<file path="config.mk">
export PLATFORM = sky130hd
export DESIGN_NAME = traffic_ctrl_nway
export DESIGN_NICKNAME = d
export VERILOG_FILES = /design/src/rtl/traffic_pkg.sv /design/src/rtl/tl_tick_gen.sv /design/src/rtl/traffic_ctrl_nway.sv
export SDC_FILE = /design/constraint.sdc
export NUM_CORES = 1
export LEC_CHECK = 0
export BUFFER_PORTS_ARGS = -buffer_cell sky130_fd_sc_hd__buf_2
export CORE_ASPECT_RATIO = 0.5
export CORE_MARGIN = 2
export CORE_UTILIZATION = 40
export DETAILED_ROUTE_END_ITERATION = 7
export PLACE_DENSITY_LB_ADDON = 0.3
export SYNTH_ARGS = -nofsm -noshare
export SYNTH_HDL_FRONTEND = slang
export SYNTH_HIERARCHICAL = 1
export SYNTH_SLANG_ARGS = --single-unit
</file>
<file path="constraint.sdc">
create_clock -name clk_125M -period 3.5 [get_ports clk_125M]
set_input_delay 0.7 -clock clk_125M [delete_from_list [all_inputs] [get_ports clk_125M]]
set_output_delay 0.7 -clock clk_125M [all_outputs]
set_load 0.03 [all_outputs]
</file>
<file path="src/rtl/traffic_pkg.sv">
// traffic_pkg: shared state encoding and lamp patterns for the N-way traffic controller
package traffic_pkg;

   typedef enum logic [1:0] {
      S_ALLRED = 2'd0,
      S_GREEN  = 2'd1,
      S_YELLOW = 2'd2,
      S_FLASH  = 2'd3
   } state_t;

   localparam logic [2:0] LAMP_R   = 3'b100;
   localparam logic [2:0] LAMP_Y   = 3'b010;
   localparam logic [2:0] LAMP_G   = 3'b001;
   localparam logic [2:0] LAMP_OFF = 3'b000;

endpackage

</file>
<file path="src/rtl/tl_tick_gen.sv">
// tl_tick_gen: prescaler producing a one-cycle tick every TICK_DIV clocks, used as a clock enable
module tl_tick_gen #(
   parameter int TICK_DIV = 125000000
) (
   input  logic clk_125M,
   input  logic rst,
   output logic tick
);

   localparam int CW = $clog2(TICK_DIV);

   logic [CW-1:0] cnt_q, cnt_d;

   assign tick  = cnt_q == CW'(TICK_DIV - 1);
   assign cnt_d = tick ? '0 : cnt_q + 1'b1;

   // free-running count 0..TICK_DIV-1
   always_ff @(posedge clk_125M or posedge rst)
      if (rst) cnt_q <= '0;
      else     cnt_q <= cnt_d;

endmodule

</file>
<file path="src/rtl/traffic_ctrl_nway.sv">
// traffic_ctrl_nway: N-phase round-robin light controller with min/max green; flash mode under TRAFFIC_FLASH_MODE_EN
module traffic_ctrl_nway
   import traffic_pkg::*;
#(
   parameter int NUM_PHASES = 2,
   parameter int TICK_DIV   = 125000000,
   parameter int GREEN_MIN  = 10,
   parameter int GREEN_MAX  = 30,
   parameter int YELLOW_T   = 3,
   parameter int ALLRED_T   = 1,
   parameter int TW         = 8
) (
   input  logic                    clk_125M,
   input  logic                    rst,
   input  logic [NUM_PHASES-1:0]   req,
`ifdef TRAFFIC_FLASH_MODE_EN
   input  logic                    flash,
`endif
   output logic [3*NUM_PHASES-1:0] lights,
   output logic [2:0]              cur_phase,
   output logic [1:0]              state,
   output logic                    tick
);

   state_t                  state_q, state_d;
   logic [2:0]              cur_q, cur_d, nxt_q, nxt_d, sel;
   logic [TW-1:0]           timer_q, timer_d;
   logic [NUM_PHASES-1:0]   pend_q, pend_d;
   logic [3*NUM_PHASES-1:0] lights_q, lights_d;
   logic                    req_cur;
   int                      elapsed;
`ifdef TRAFFIC_FLASH_MODE_EN
   logic                    blink_q, blink_d;
`endif

   tl_tick_gen #(.TICK_DIV(TICK_DIV)) u_tick (
      .clk_125M (clk_125M),
      .rst      (rst),
      .tick     (tick)
   );

   assign lights    = lights_q;
   assign cur_phase = cur_q;
   assign state     = state_q;

   // phase sequencing: transitions only on tick, next phase picked round-robin from pending
   always_comb begin
      state_d = state_q;
      cur_d   = cur_q;
      nxt_d   = nxt_q;
      elapsed = int'(timer_q) + 1;
      sel     = '0;
      req_cur = 1'b0;
      for (int o = NUM_PHASES - 1; o >= 1; o--)
         for (int i = 0; i < NUM_PHASES; i++)
            if (pend_q[i] && i == (int'(cur_q) + o) % NUM_PHASES) sel = 3'(i);
      for (int i = 0; i < NUM_PHASES; i++)
         if (cur_q == 3'(i)) req_cur = req[i];
      if (tick)
         case (state_q)
            S_ALLRED: if (elapsed == ALLRED_T) begin
               state_d = S_GREEN;
               cur_d   = nxt_q;
            end
            S_GREEN: if (cur_q == '0 ? (elapsed >= GREEN_MIN && |pend_q)
                                     : ((elapsed >= GREEN_MIN && !req_cur) || elapsed >= GREEN_MAX)) begin
               state_d = S_YELLOW;
               nxt_d   = sel;
            end
            S_YELLOW: if (elapsed == YELLOW_T) state_d = S_ALLRED;
            default: ;
         endcase
`ifdef TRAFFIC_FLASH_MODE_EN
      blink_d = blink_q;
      if (tick && flash) begin
         state_d = S_FLASH;
         cur_d   = cur_q;
         nxt_d   = nxt_q;
         blink_d = (state_q == S_FLASH) ? !blink_q : 1'b1;
      end else if (tick && state_q == S_FLASH) begin
         state_d = S_ALLRED;
         cur_d   = '0;
         nxt_d   = '0;
      end
`endif
   end

   // dwell timer, pending requests and registered lamp pattern
   always_comb begin
      timer_d = (state_d != state_q) ? '0
              : (tick && timer_q != TW'(GREEN_MAX)) ? timer_q + 1'b1 : timer_q;
      for (int i = 0; i < NUM_PHASES; i++) begin
         pend_d[i] = (i == 0) ? 1'b0
                   : ((state_q == S_GREEN && cur_q == 3'(i)) ||
                      (state_d == S_GREEN && state_q != S_GREEN && cur_d == 3'(i))) ? 1'b0
                   : pend_q[i] | req[i];
         lights_d[3*i +: 3] = (cur_d == 3'(i) && state_d == S_GREEN)  ? LAMP_G
                            : (cur_d == 3'(i) && state_d == S_YELLOW) ? LAMP_Y : LAMP_R;
`ifdef TRAFFIC_FLASH_MODE_EN
         if (state_d == S_FLASH) lights_d[3*i +: 3] = !blink_d ? LAMP_OFF : (i == 0) ? LAMP_Y : LAMP_R;
`endif
      end
`ifdef TRAFFIC_FLASH_MODE_EN
      if (state_q == S_FLASH && state_d == S_ALLRED) pend_d = '0;
`endif
   end

   // state registers, asynchronously forced to all-red on reset
   always_ff @(posedge clk_125M or posedge rst)
      if (rst) begin
         state_q  <= S_ALLRED;
         cur_q    <= '0;
         nxt_q    <= '0;
         timer_q  <= '0;
         pend_q   <= '0;
         lights_q <= {NUM_PHASES{LAMP_R}};
      end else begin
         state_q  <= state_d;
         cur_q    <= cur_d;
         nxt_q    <= nxt_d;
         timer_q  <= timer_d;
         pend_q   <= pend_d;
         lights_q <= lights_d;
      end

`ifdef TRAFFIC_FLASH_MODE_EN
   // blink phase for flash mode
   always_ff @(posedge clk_125M or posedge rst)
      if (rst) blink_q <= 1'b0;
      else     blink_q <= blink_d;
`endif

endmodule
</file>
Word level (Yosys, flattened, before mapping). Cells that the tools add are included.

Register bits after elaboration: 50. Input bits: 4. Output and inout port bits: 12. Logic and storage cells: 67.

Reductions and logical operators: 19. Magnitude comparators: 2. Bitwise operators: 2. Equal/unequal tests: 13. Muxes and demuxes: 20. Add/subtract/negate cells: 4.

Operators by type and width (count): $add A27 B1 Y27 const B (1); $eq A27 B27 Y1 const B (1); $mux W27 (1); $mux W3 (7); $mux W8 (2); $logic_and A1 B1 Y1 (11); $add A8 B1 Y9 const B (1); $eq A9 B1 Y1 const B (1); $eq A9 B2 Y1 const B (1); $ge A9 B4 Y1 const B (1); $ge A9 B5 Y1 const B (1); $add A8 B1 Y8 const B (1); $mux W2 (4); $ne A8 B5 Y1 const B (1); $eq A3 B1 Y1 const B (2); $logic_not A3 Y1 (2); $pmux W2 S3 (1); $mux W1 (5); $eq A2 B1 Y1 const B (2); $eq A2 B2 Y1 const B (2); $reduce_and A3 Y1 (1); $eq A2 B2 Y1 const A (1); $logic_not A2 Y1 (1); $logic_or A1 B1 Y1 (2); other kinds (7) (7).

Logic depth before layout (Yosys ltp). Gate-level depths: netlist of the first run.

Word-level depth: 15. Depth in mapped cells: 10. Gate-level depth less buffers: 8.

Modules after synthesis. Netlist of the first run, hierarchy kept.

Modules (own cells, without submodules): tl_tick_gen (times used 1, cells each 140, sequential area each 675.6 sq um, area each 1403.8 sq um); traffic_ctrl_nway (times used 1, cells each 129, sequential area each 528.0 sq um, area each 1263.7 sq um).

Least setup slack after synthesis of the first run. OpenSTA, ideal clock, no wires.

Kind: register to register. Start point: register u_tick.cnt_q[6]. End point: register lights_q[2] (netlist: lights[2]). Stages on the path, launching flop included: 11. Path buffers: 2. Arrival time: 2.846 ns. Setup slack: 0.576 ns. Data required time: 3.422 ns. Setup time: 0.078 ns. Clock period less this slack: 2.924 ns. Cells stage by stage: dfrtp_1 -> buf_2 -> nor4b_1 -> nand4_1 -> nor2_1 -> o211ai_1 -> a211oi_2 -> and4_1 -> buf_6 -> mux2_4 -> a31o_2.

Longest elaborated chain between the ends: 6. Elaborated cells on any way between the ends: 10. Classes of those cells: 3 x eq/ne; 4 x mux; 3 x reduce/logical.

RTL lines: start: declaration (RTL line tl_tick_gen.sv:12) `logic [CW-1:0] cnt_q, cnt_d;`; start signal: assignment (RTL line tl_tick_gen.sv:20) `else cnt_q <= cnt_d;`; $eq A27 B27 Y1 * (RTL line tl_tick_gen.sv:14) `assign tick = cnt_q == CW'(TICK_DIV - 1);`; named net tick (RTL line traffic_ctrl_nway.sv:22) `output logic tick`; $mux W2 / $mux W3 (equally long branches) (RTL line traffic_ctrl_nway.sv:59) `if (tick)`; $eq A2 B2 Y1 / $logic_not A3 Y1 (equally long branches) (RTL line traffic_ctrl_nway.sv:98, traffic_ctrl_nway.sv:97); $logic_and A1 B1 Y1 (RTL line traffic_ctrl_nway.sv:98) `: (cur_d == 3'(i) && state_d == S_YELLOW) ? LAMP_Y : LAMP_R;`; $mux W3 (RTL line traffic_ctrl_nway.sv:98); $mux W3 * (RTL line traffic_ctrl_nway.sv:97) `lights_d[3*i +: 3] = (cur_d == 3'(i) && state_d == S_GREEN) ? LAMP_G`; named net lights_d[2] (RTL line traffic_ctrl_nway.sv:29) `logic [3*NUM_PHASES-1:0] lights_q, lights_d;`; end signal: assignment (RTL line traffic_ctrl_nway.sv:116) `lights_q <= {NUM_PHASES{LAMP_R}};`; end signal: assignment (RTL line traffic_ctrl_nway.sv:123) `lights_q <= lights_d;`; end: declaration (RTL line traffic_ctrl_nway.sv:29).

The timed path passes the listed nets; every way through them passes the cells marked *. A chain may end at the register's enable or synchronous reset.

Final worst setup path of the first run.
Start point: register u_tick.cnt_q[13]. End point: register lights_q[2] (netlist: lights[2]).

Longest elaborated chain between the ends: 6. Elaborated cells on any way between the ends: 10. Classes of those cells: 3 x eq/ne; 4 x mux; 3 x reduce/logical.

RTL lines (RTL line): $eq A27 B27 Y1 * (tl_tick_gen.sv:14); $mux W2 / $mux W3 (equally long branches) (traffic_ctrl_nway.sv:59); $eq A2 B2 Y1 / $logic_not A3 Y1 (equally long branches) (traffic_ctrl_nway.sv:98, traffic_ctrl_nway.sv:97); $logic_and A1 B1 Y1 (traffic_ctrl_nway.sv:98); $mux W3 (traffic_ctrl_nway.sv:98); $mux W3 * (traffic_ctrl_nway.sv:97); named net lights_d[2] (traffic_ctrl_nway.sv:29).

Marked as above.

==> reports/metrics.cfg, run 1 <==
[critical_path]
rr_startpoint = u_tick/cnt_q[13]$_DFF_PP0_
crit_required_ns = 3.71
path_class = reg2reg
start_kind = flip-flop
cp_max_fo = 6
crit_start = u_tick/cnt_q[13]$_DFF_PP0_
arrival_ns = 3.03
worstSetupEndpointType = flip-flop

[cells_and_area]
nNetsFinal = 292
fill_cells = 601
area_delta_synth_final_pct = 10.84
stdcell_area_um2 = 2957
drive_gt1_share_pct = 14.49
n_antenna_cell = 0

[power_and_ir_drop]
p_clk_share_pct = 45.8
p_seq_share_pct = 53.1
p_leak_nw = 1.266
p_switching_w = 0.0002054
worst_ir_drop_vdd_uv = 188.9
p_comb_share_pct = 1.2
swShare_pct = 19.64
internal_power_w = 0.0008405
p_per_area_nw_per_um2 = 353.8

[clocking]
clock-sinks = 48
cts_made_buffers = 5
insertion_delay_ns = 0.28
clk_pin_slew_ns = 0.06
cts_buffer_depth = 2
cts_root_buf = clkbuf_16
post_cts_buffers = 0
cts_resized = 0
ctsHoldBuffers = 0
htree_levels = 2
tritoncts = built

[floorplanning]
start_util_pct = 42.64
die_w_um = 119.5
coreArea_um2 = 6256
fp-row-count = 20
die_h_um = 61.75
io_pins = 16
dieArea_um2 = 7378

[logic_synthesis]
async_reset_ff_share_pct = 100.0
synth.avg_cell_area_um2 = 9.917
synth_cells = 269
synthTopCellsByArea = dfrtp_1 (43%), xnor2_1 (4.9%), nand3_1 (3.8%)
ys_ff_latch = 48
syn_nets = 279
yosys.area.top_type = dfrtp_1
synthFlopType = dfrtp_1
synth_edf_count = 0
ys_seq_area_share_pct = 45.12
yosysWarnings = 6
synth_cell_types = 54
synth_top_area_share_pct = 43.15
syn_area_um2 = 2668

[place]
io_buffers = 14
postPlaceCellArea_um2 = 2806
dpl.hpwl_mm = 3.971
place_congestion = 0.8666

[grt]
grt_max_degree = 28
grt_use_total_pct = 16.23
antenna_found_initial = 0
overflow = 0
grt_pass1_vias = 2082
grt_first_pass_wirelength_mm = 9.508

[routing]
num_vias = 2036
firstDrtPassIters = 4
routed_via_density = 5.488
ant_nets = 0
finalWirelength_mm = 5.438
drt_iter0_drc = 61
routedWlPerCell_um = 14.66
drc = 0

[timing]
min_period_ns = 2.819
relSlewSlack_pct = 31.48
tns_ns = 0
setup_viol = 0
finalClockSkew_ns = 0.003926
finalCritPeriodShare_pct = 80.55
max_freq_mhz = 354.7
rsz0062_at_grt = no
final_max_slew_viol_count = 0
hold_violations = 0
worstMarginPinSlew_ns = 1.027

[status]
run_status = completed

[min_path]
hold_path.startpoint = u_tick/cnt_q[25]$_DFF_PP0_
hold_path.class = reg2reg

[run]
cap_violations = 0

==> cell families after synthesis <==
| family | share of synthesized area [%] |
|---|---|
| adder cells (fa/ha/maj) | 2.814 |
| XOR/XNOR | 8.208 |
| flip-flops | 45.12 |
| buffers and inverters | 3.376 |
| AND/OR/NAND/NOR | 25.75 |
| multiplexers | 3.987 |
| AO/OA/AOI/OAI | 10.74 |
==> per-stage QoR <==
step | total power (W) | hold slack [ns] | util, % | worst slack [ns] | std cells
global route | 0.001091 | 0.5064 | 47.26 | 0.4266 | 371
global placement | 0.0005778 | 0.4605 | 44.86 | 0.7080 | 363
finish | 0.001046 | 0.4776 | 47.26 | 0.6808 | 371
CTS | 0.001063 | 0.4858 | 47.26 | 0.6794 | 371
floorplan | 0.0005735 | 0.4316 | - | 0.5758 | 269
detailed placement | 0.0005783 | 0.4699 | 44.86 | 0.6850 | 363
==> cells in the mapped netlist (3+ instances only) <==
cell	instances
a211oi_2	3
a21oi_1	11
and2_1	3
and3_1	7
and4_1	5
buf_2	3
clkbuf_1	3
dfrtp_1	46
ha_1	6
inv_1	9
mux2i_1	8
nand2_1	14
nand2b_1	4
nand3_1	20
nand4_1	14
nor2_1	25
nor2b_1	4
nor3_1	4
nor4b_1	4
o21ai_0	12
or3_1	3
or3_2	3
xnor2_1	15
xor2_1	10
==> layer usage <==
layer	GRT usage [%]	routed length, um	vias up
li1	-	-	990
met1	19.97	2498	1008
met2	30.29	2752	32
met3	3.102	130	6
met4	4.874	56	0
met5	0	0	-
==> final cells by class <==
cell class	instances	area, um^2	share of cell area, %
timing repair buffer	16	85.08	2.878
multi-input combinational	202	1374	46.47
tap	88	110.1	3.724
sequential	48	1204	40.71
inverter	9	33.78	1.143
clock inverter	1	7.507	0.2539
clock buffer	7	142.6	4.824
==> state kept, by name, indices dropped and copies added, names as in the netlist <==
name	flops
cur_phase	3
nxt_q	1
pend_q	1
timer_q	8
state	2
u_tick/cnt_q	27
lights	6
==> worst paths after layout <==
| check | end | slack (ns) | cells past startpoint |
|---|---|---|---|
| min | u_tick/cnt_q[25]$_DFF_PP0_ | 0.48 | 1 |
| max | lights[2]$_DFF_PP1_ | 0.68 | 8 |
| max reg2reg | lights[2]$_DFF_PP1_ | 0.68 | 8 |
| min in group asynchronous | timer_q[6]$_DFFE_PP0P_ | 0.57 | 2 |
| max in group asynchronous | u_tick/cnt_q[25]$_DFF_PP0_ | 2.21 | 2 |
| min reg2reg | u_tick/cnt_q[25]$_DFF_PP0_ | 0.48 | 1 |
==> critical path, stage by stage, from the launching register on <==
cell,delay [ns]
dfrtp_1,0.44
nor4b_1,0.44
nand4_1,0.27
nor2_1,0.24
o211ai_1,0.14
a211oi_2,0.26
and4_1,0.40
mux2_4,0.35
a31o_2,0.21
==> layout by cell type, fill, tap and decap left out, drive strengths merged, types with 6 or more instances in the layout <==
| master | netlist | layout |
|---|---|---|
| a21oi | 11 | 11 |
| and3 | 8 | 8 |
| and4 | 6 | 6 |
| buf | 7 | 16 |
| clkbuf | 3 | 7 |
| dfrtp | 46 | 46 |
| ha | 6 | 6 |
| inv | 9 | 9 |
| mux2i | 8 | 8 |
| nand2 | 14 | 14 |
| nand3 | 21 | 21 |
| nand4 | 15 | 15 |
| nor2 | 25 | 25 |
| o21ai | 12 | 12 |
| or3 | 6 | 6 |
| xnor2 | 15 | 15 |
| xor2 | 10 | 10 |
==> power by group through the flow <==
stage	clock (W)	sequential (W)	combinational (W)
final	0.000479	0.000555	0.0000121
after global routing	0.000521	0.000554	0.0000153
after CTS	0.000495	0.000555	0.0000132
after detailed placement	0	0.000565	0.0000132
after global placement	0	0.000565	0.0000127
after floorplan	0	0.000565	0.00000841
(Power assumes the default switching activity.)
==> run 2: changes to the inputs <==
==> constraint.sdc (replaced) <==
create_clock -name clk_125M -period 2.3 [get_ports clk_125M]
set_input_delay 0.46 -clock clk_125M [delete_from_list [all_inputs] [get_ports clk_125M]]
set_output_delay 0.46 -clock clk_125M [all_outputs]
set_load 0.03 [all_outputs]
==> run 2 against run 1 <==
Effect of this change: the flow now finishes with violations (negative setup slack); sequential cell count is the same; core utilization increased by 8.2 points; first-iteration DRC count up 9.8%; register-to-register slack got worse by 0.76 ns; maximum frequency increased by 18%; worst setup slack worse by 0.76 ns; clock power rose by 46%; largest cell class unchanged; highest routed layer unchanged; worst hold slack worse by 0.23 ns; critical endpoint unchanged.
==> reports/metrics.cfg, run 2 (synthesis gave the netlist of run 1 again) <==
[critical_path]
timing.rr.end = lights[2]$_DFF_PP1_
rrSetupSlack_ns = -0.08  ; -0.76 ns
start_kind = flip-flop
crit_start = u_tick/cnt_q[15]$_DFF_PP0_
slowest_stage = dfrtp_1
crit_cells = 8  ; unchanged
arrival_ns = 2.60  ; -0.43 ns
rr_startpoint = u_tick/cnt_q[15]$_DFF_PP0_
crit_family = simple AND/OR/NAND/NOR gates
path_class = reg2reg
crit_required_ns = 2.52  ; -1.19 ns
cp-endpoint = lights[2]$_DFF_PP1_
max_stage_delay_ns = 0.41  ; -0.03 ns
cp_cell_sequence = nor4b_4 -> nand4_1 -> nor2_4 -> o211ai_1 -> a211oi_2 -> and4_4 -> mux2_4 -> a31o_4
worstPathBufferInverterCount = 0  ; unchanged
r2r_cells = 8  ; unchanged
worstSetupEndpointType = flip-flop
cp_max_fo = 3  ; -3

[timing]
setup_slack_ns = -0.07948  ; -0.7603 ns
min_period_ns = 2.379  ; -0.4397 ns
final_max_slew_viol_count = 0  ; unchanged
max_freq_mhz = 420.3  ; +18%
rsz0062_at_grt = yes
finalClockSkew_ns = 0.003334  ; -0.0005924 ns
finalCritPeriodShare_pct = 103.5  ; +23 points
worstMarginPinSlew_ns = 0.8537  ; -0.1729 ns
setup_viol = 14  ; +14
relSlewSlack_pct = 43.03  ; +12 points
hold_violations = 0  ; unchanged

[place]
place_congestion = 0.9155  ; +5.6%
dpl.hpwl_mm = 4.453  ; +12%
io_buffers = 14  ; unchanged
postPlaceCellArea_um2 = 3226  ; +15%
pre_cts_ws_ns = -0.1939  ; -0.8789 ns

[floorplanning]
dieArea_um2 = 7378  ; unchanged
fp-row-count = 20  ; unchanged
die_h_um = 61.75  ; unchanged
coreArea_um2 = 6256  ; unchanged
start_util_pct = 42.64  ; unchanged
io_pins = 16  ; unchanged
die_w_um = 119.5  ; unchanged

[cells_and_area]
largest_register_ffs = 27  ; unchanged
area_delta_synth_final_pct = 29.97
drive_gt1_share_pct = 31.74  ; +17 points
stdcell_area_um2 = 3467  ; +17%
final_util_pct = 55.42  ; +8.2 points
regMostFlops = u_tick/cnt_q
fill_cells = 561  ; -6.7%
n_antenna_cell = 0  ; unchanged
nNetsFinal = 343  ; +17%
layout_commonest_cell = buf_4
final_cell_mix = buf_4 (52), dfrtp_1 (46), nand3_1 (20)

[grt]
antenna_found_initial = 0  ; unchanged
grt_first_pass_wirelength_mm = 10.41  ; +9.4%
grt_pass1_vias = 2276  ; +9.3%
overflow = 0  ; unchanged
grt_max_degree = 28  ; unchanged
grt_use_total_pct = 17.75  ; +1.5 points

[power_and_ir_drop]
p_leak_nw = 1.535  ; +21%
p_per_area_nw_per_um2 = 451.0  ; +27%
worst_ir_drop_vdd_uv = 277.4  ; +47%

[run]
cap_violations = 0  ; unchanged

[status]
violations = negative setup slack
run_status = complete, but fails checks

[clocking]
cts_made_buffers = 5  ; unchanged
tritoncts = built
htree_levels = 2  ; unchanged
clock-sinks = 48  ; unchanged
cts_buffer_depth = 2  ; unchanged
insertion_delay_ns = 0.28  ; about the same
cts_root_buf = clkbuf_16
clk_pin_slew_ns = 0.06  ; about the same

[routing]
firstDrtPassIters = 4  ; unchanged
drc = 0  ; unchanged
num_vias = 2211  ; +8.6%
finalWirelength_mm = 6.050  ; +11%
routedWlPerCell_um = 14.34  ; -2.2%
drt_iter0_drc = 67  ; +9.8%
routed_via_density = 5.239  ; -4.5%
ant_nets = 0  ; unchanged

[min_path]
hold_path.class = in2async

## run 2: cell count changes in the layout (fill, tap and decap cells not counted), moves of 2 or more
cell	previous run	this run
a21oi_1	11	9
a21oi_2	0	2
buf_4	2	52
nor2_1	25	18
nor2_4	0	6
nor4b_1	4	2
nor4b_4	0	2
## run 2: per-stage QoR
step | hold WS (ns) | total power, W | TNS, ns | instances
CTS | 0.2550 | 0.001585 | -0.5241 | 422
global route | 0.2856 | 0.001622 | -2.442 | 422
global placement | 0.4557 | 0.0008802 | -0.3510 | 413
detailed placement | 0.4724 | 0.0008814 | -1.135 | 413
floorplan | 0.4316 | 0.0008727 | -0.9525 | 269
finish | 0.2428 | 0.001564 | -0.3828 | 422
## run 2: repair_timing
item	4_1_cts	5_1_grt
hold buffers	0	0
gates resized for setup	18	7
pin swaps	14	5
setup buffers	1	0
endpoints found under the setup margin	15	19
## run 2: routing by layer
metal | vias to the layer above | global-route usage (%) | part of all wire (%)
met3 | 4 | 2.828 | 3.3
met2 | 36 | 34.69 | 50
met4 | 0 | 5.546 | 0.58
met1 | 1073 | 21.03 | 46
met5 | - | 0 | 0
li1 | 1098 | - | -
## run 2: how the worst min path moves through the flow
stage                                 endpoint  slack (ns)  depth (start not counted)
floorplan           u_tick/cnt_q[25]$_DFF_PP0_        0.43                          1
CTS                 u_tick/cnt_q[16]$_DFF_PP0_        0.26                          3
finish              u_tick/cnt_q[16]$_DFF_PP0_        0.24                          3
global placement    u_tick/cnt_q[25]$_DFF_PP0_        0.46                          1
detailed placement  u_tick/cnt_q[25]$_DFF_PP0_        0.47                          1
global route        u_tick/cnt_q[16]$_DFF_PP0_        0.29                          3
## run 2: final cells by class
| cell class | instances | area, um^2 | area share, % |
|---|---|---|---|
| clock buffer | 7 | 132.6 | 3.825 |
| clock inverter | 1 | 5.005 | 0.1444 |
| timing repair buffer | 67 | 486.7 | 14.04 |
| tap | 88 | 110.1 | 3.176 |
| multi-input combinational | 202 | 1495 | 43.13 |
| sequential | 48 | 1204 | 34.72 |
| inverter | 9 | 33.78 | 0.9744 |
## run 2: power breakdown
part | total (W) | switching [W] | leakage [nW] | internal (W)
logic | 0.0000201 | 0.0000172 | 0.839 | 0.00000283
registers | 0.000844 | 0.0000000000000000000438 | 0.628 | 0.000844
clock network | 0.000699 | 0.000297 | 0.0679 | 0.000402
## run 2: worst register-to-register path, delay by kind of cell (launching register included)
| kind | cells | cell delay [ns] |
|---|---|---|
| flops | 1 | 0.41 |
| mux | 1 | 0.33 |
| compound gates | 3 | 0.52 |
| simple gates | 4 | 1.07 |
==> run 3: changes to the inputs <==
--- a/config.mk
+++ b/config.mk
@@ -5,6 +5,7 @@
 export SDC_FILE = /design/constraint.sdc
 export NUM_CORES = 1
 export LEC_CHECK = 0
+export ABC_AREA = 1
 export BUFFER_PORTS_ARGS = -buffer_cell sky130_fd_sc_hd__buf_2
 export CORE_ASPECT_RATIO = 0.5
 export CORE_MARGIN = 2
==> run 3 against run 2 <==
Effect of this change: the flow now finishes without violations; clock power grew 21%; worst hold slack lost 0.014 ns; maximum frequency grew 9.8%; global-route usage shrank 1.3 points; non-clock buffer count shrank 43; final cell count grew 27%.
==> reports/metrics.cfg, run 3 <==
[logic_synthesis]
syn_nets = 423  ; +52%
yosys.area.top_type = dfrtp_1
synthTopCellsByArea = dfrtp_1 (39%), nand2_1 (15%), nor2_1 (11%)
syn_area_um2 = 2923  ; +9.6%
ys_ff_latch = 48  ; unchanged
synthFlopType = dfrtp_1
synth_top_area_share_pct = 39.38  ; -3.8 points
yosysWarnings = 6  ; unchanged
synth.most_common_cell = nand2_1
async_reset_ff_share_pct = 100.0  ; unchanged
synth.avg_cell_area_um2 = 7.077  ; -29%
synth_cell_types = 26  ; -52%
synth_cells = 413  ; +54%
synth_edf_count = 0  ; unchanged
synthTopCellsByCount = nand2_1 (116), nor2_1 (82), inv_1 (51)
ys_seq_area_share_pct = 41.18  ; -3.9 points

[routing]
drt_iter0_drc = 99  ; +48%
finalWirelength_mm = 6.006  ; -0.73%
firstDrtPassIters = 4  ; unchanged
routed_via_density = 4.782  ; -8.7%
routedWlPerCell_um = 11.18  ; -22%
ant_nets = 0  ; unchanged
drc = 0  ; unchanged
num_vias = 2568  ; +16%

[critical_path]
path_class = reg2out
slowest_stage = dfrtp_1
start_kind = flip-flop
rr_startpoint = u_tick/cnt_q[0]$_DFF_PP0_
max_stage_delay_ns = 0.37  ; -0.04 ns
crit_required_ns = 1.84  ; -0.68 ns
arrival_ns = 1.71  ; -0.89 ns
timing.rr.end = pend_q[1]$_DFF_PP0_
cpMostUsedCell = buf_6
worstSetupEndpointType = primary output
cp_max_fo = 4  ; +1
crit_start = u_tick/cnt_q[0]$_DFF_PP0_
cp_cell_sequence = ha_2 -> nand2_1 -> nor2_4 -> nand2_4 -> nor2_2 -> nand3_2 -> inv_2 -> buf_6 -> buf_6
r2r_cells = 14  ; +6
rrSetupSlack_ns = 0.18  ; +0.26 ns
crit_family = simple AND/OR/NAND/NOR gates
worstPathBufferInverterCount = 3  ; +3

[cells_and_area]
largest_register_ffs = 27  ; unchanged
layout_commonest_cell = nand2_1
fill_cells = 681  ; +21%
final_cell_mix = nand2_1 (116), nor2_1 (81), inv_1 (51)
nNetsFinal = 454  ; +32%
regMostFlops = u_tick/cnt_q
area_delta_synth_final_pct = 15.71
n_antenna_cell = 0  ; unchanged
drive_gt1_share_pct = 16.40  ; -15 points

[clocking]
htree_levels = 2  ; unchanged
insertion_delay_ns = 0.29  ; about the same
cts_root_buf = clkbuf_16
clock-sinks = 48  ; unchanged
cts_made_buffers = 5  ; unchanged
cts_buffer_depth = 2  ; unchanged
ctsHoldBuffers = 0  ; unchanged
tritoncts = built
clk_pin_slew_ns = 0.07  ; about the same

[floorplanning]
io_pins = 16  ; unchanged
start_util_pct = 42.46  ; -0.18 points
dieArea_um2 = 8049  ; +9.1%
fp-row-count = 21  ; +5.0%
die_h_um = 64.45  ; +4.4%
coreArea_um2 = 6884  ; +10%
die_w_um = 124.9  ; +4.5%

[grt]
antenna_found_initial = 0  ; unchanged
overflow = 0  ; unchanged
grtUsageMet1_pct = 21.87  ; +0.83 points
grt.met3_usage_pct = 3.303  ; +0.47 points
grt_use_total_pct = 16.43  ; -1.3 points
grt_pass1_vias = 2401  ; +5.5%
grt_first_pass_wirelength_mm = 10.73  ; +3.1%
grt_max_degree = 28  ; unchanged
use_met2_pct = 27.32  ; -7.4 points
grt-busiest-layer = met2

[timing]
max_freq_mhz = 461.5  ; +9.8%
setup_viol = 0  ; -14
rsz0062_at_grt = no
finalCritPeriodShare_pct = 94.22  ; -9.2 points
hold_violations = 0  ; unchanged
min_period_ns = 2.167  ; -0.2125 ns
final_max_slew_viol_count = 0  ; unchanged
finalClockSkew_ns = 0.004429  ; +0.001094 ns
hold-worst-slack_ns = 0.2284  ; -0.01448 ns
relSlewSlack_pct = 48.30  ; +5.3 points
tns_ns = 0  ; +0.3828 ns
worstMarginPinSlew_ns = 0.7747  ; -0.07897 ns

[place]
dpl.hpwl_mm = 4.626  ; +3.9%
io_buffers = 14  ; unchanged
place_congestion = 0.9111  ; -0.48%

[power_and_ir_drop]
p_leak_nw = 1.663  ; +8.3%
p_per_area_nw_per_um2 = 505.3  ; +12%
worst_ir_drop_vdd_uv = 310.2  ; +12%

[run]
cap_violations = 0  ; unchanged

[status]
run_status = completed

[min_path]
hold_path.class = in2async

[run 3: cell count changes after synthesis, sizes merged, moves of 9 or more]
cell	before	now
inv	9	53
nand2	14	126
nand3	21	31
nand4	15	6
nor2	25	98
xnor2	15	1
[run 3: power by group]
part / internal, W / switching [W]
Sequential: 0.000844 / 0.0000000000000000000295
Combinational: 0.00000257 / 0.0000168
Clock: 0.000517 / 0.000329
Total: 0.00136 / 0.000346
[run 3: routing by layer]
layer	wire length, um	vias up
met2	2635	55
met3	258	9
met4	95	0
met5	0	-
met1	3016	1150
li1	-	1354
[run 3: worst reg2reg max path, stage by stage, from the launching register on]
cell and delay [ns]:
dfrtp_1 0.37, ha_2 0.19, nand2_1 0.08, nor2_4 0.12, nand2_4 0.08, nor2_2 0.13
nand3_2 0.11, inv_2 0.10, nand3b_1 0.12, nor2_4 0.17, nand4_1 0.12, nand2_1 0.12
nand2_2 0.08, nor2_4 0.15, a21oi_2 0.07
[run 3: timing repair]
action,in CTS,in global routing
hold endpoints to repair,0,0
resized for setup,2,6
setup buffers,0,2
setup endpoints to repair,1,5
[run 3: worst max-delay path by stage]
stage,slack (ns),depth (start not counted),to
6_report,0.13,9,tick
4_1_cts,0.002,9,tick
2_1_floorplan,0.08,14,pend_q[1]$_DFF_PP0_
5_1_grt,0.008,14,lights[2]$_DFF_PP1_
3_5_place_dp,0.11,14,pend_q[1]$_DFF_PP0_
3_3_place_gp,0.13,14,pend_q[1]$_DFF_PP0_
[run 3: layout make-up]
type                       instances  area, um^2  share of cell area, %
multi-input combinational        312        1535                  45.39
sequential                        48        1205                  35.63
inverter                          53       198.9                  5.882
timing repair buffer              24       155.1                  4.588
clock buffer                       5       125.1                  3.700
tap                               92       115.1                  3.404
clock inverter                     3       47.55                  1.406
[run 3: logic make-up after synthesis]
logic type,synth area share [%]
AND/OR/NAND/NOR,41.57
buffers and inverters,6.806
flip-flops,41.18
AO/OA/AOI/OAI,4.281
XOR/XNOR,3.596
adder cells (fa/ha/maj),2.568
[run 3: stage by stage]
stage	utilization (%)	worst slack, ns	power [W]	cell area, um^2	std cells
6_report	49.13	0.1330	0.001709	3382	537
5_1_grt	49.13	0.007909	0.001766	3382	537
4_1_cts	48.62	0.001655	0.001730	3347	535
3_5_place_dp	46.02	0.1115	0.0008812	3168	527
3_3_place_gp	46.02	0.1349	0.0008813	3168	527
2_1_floorplan	-	0.08289	0.0008725	2923	413
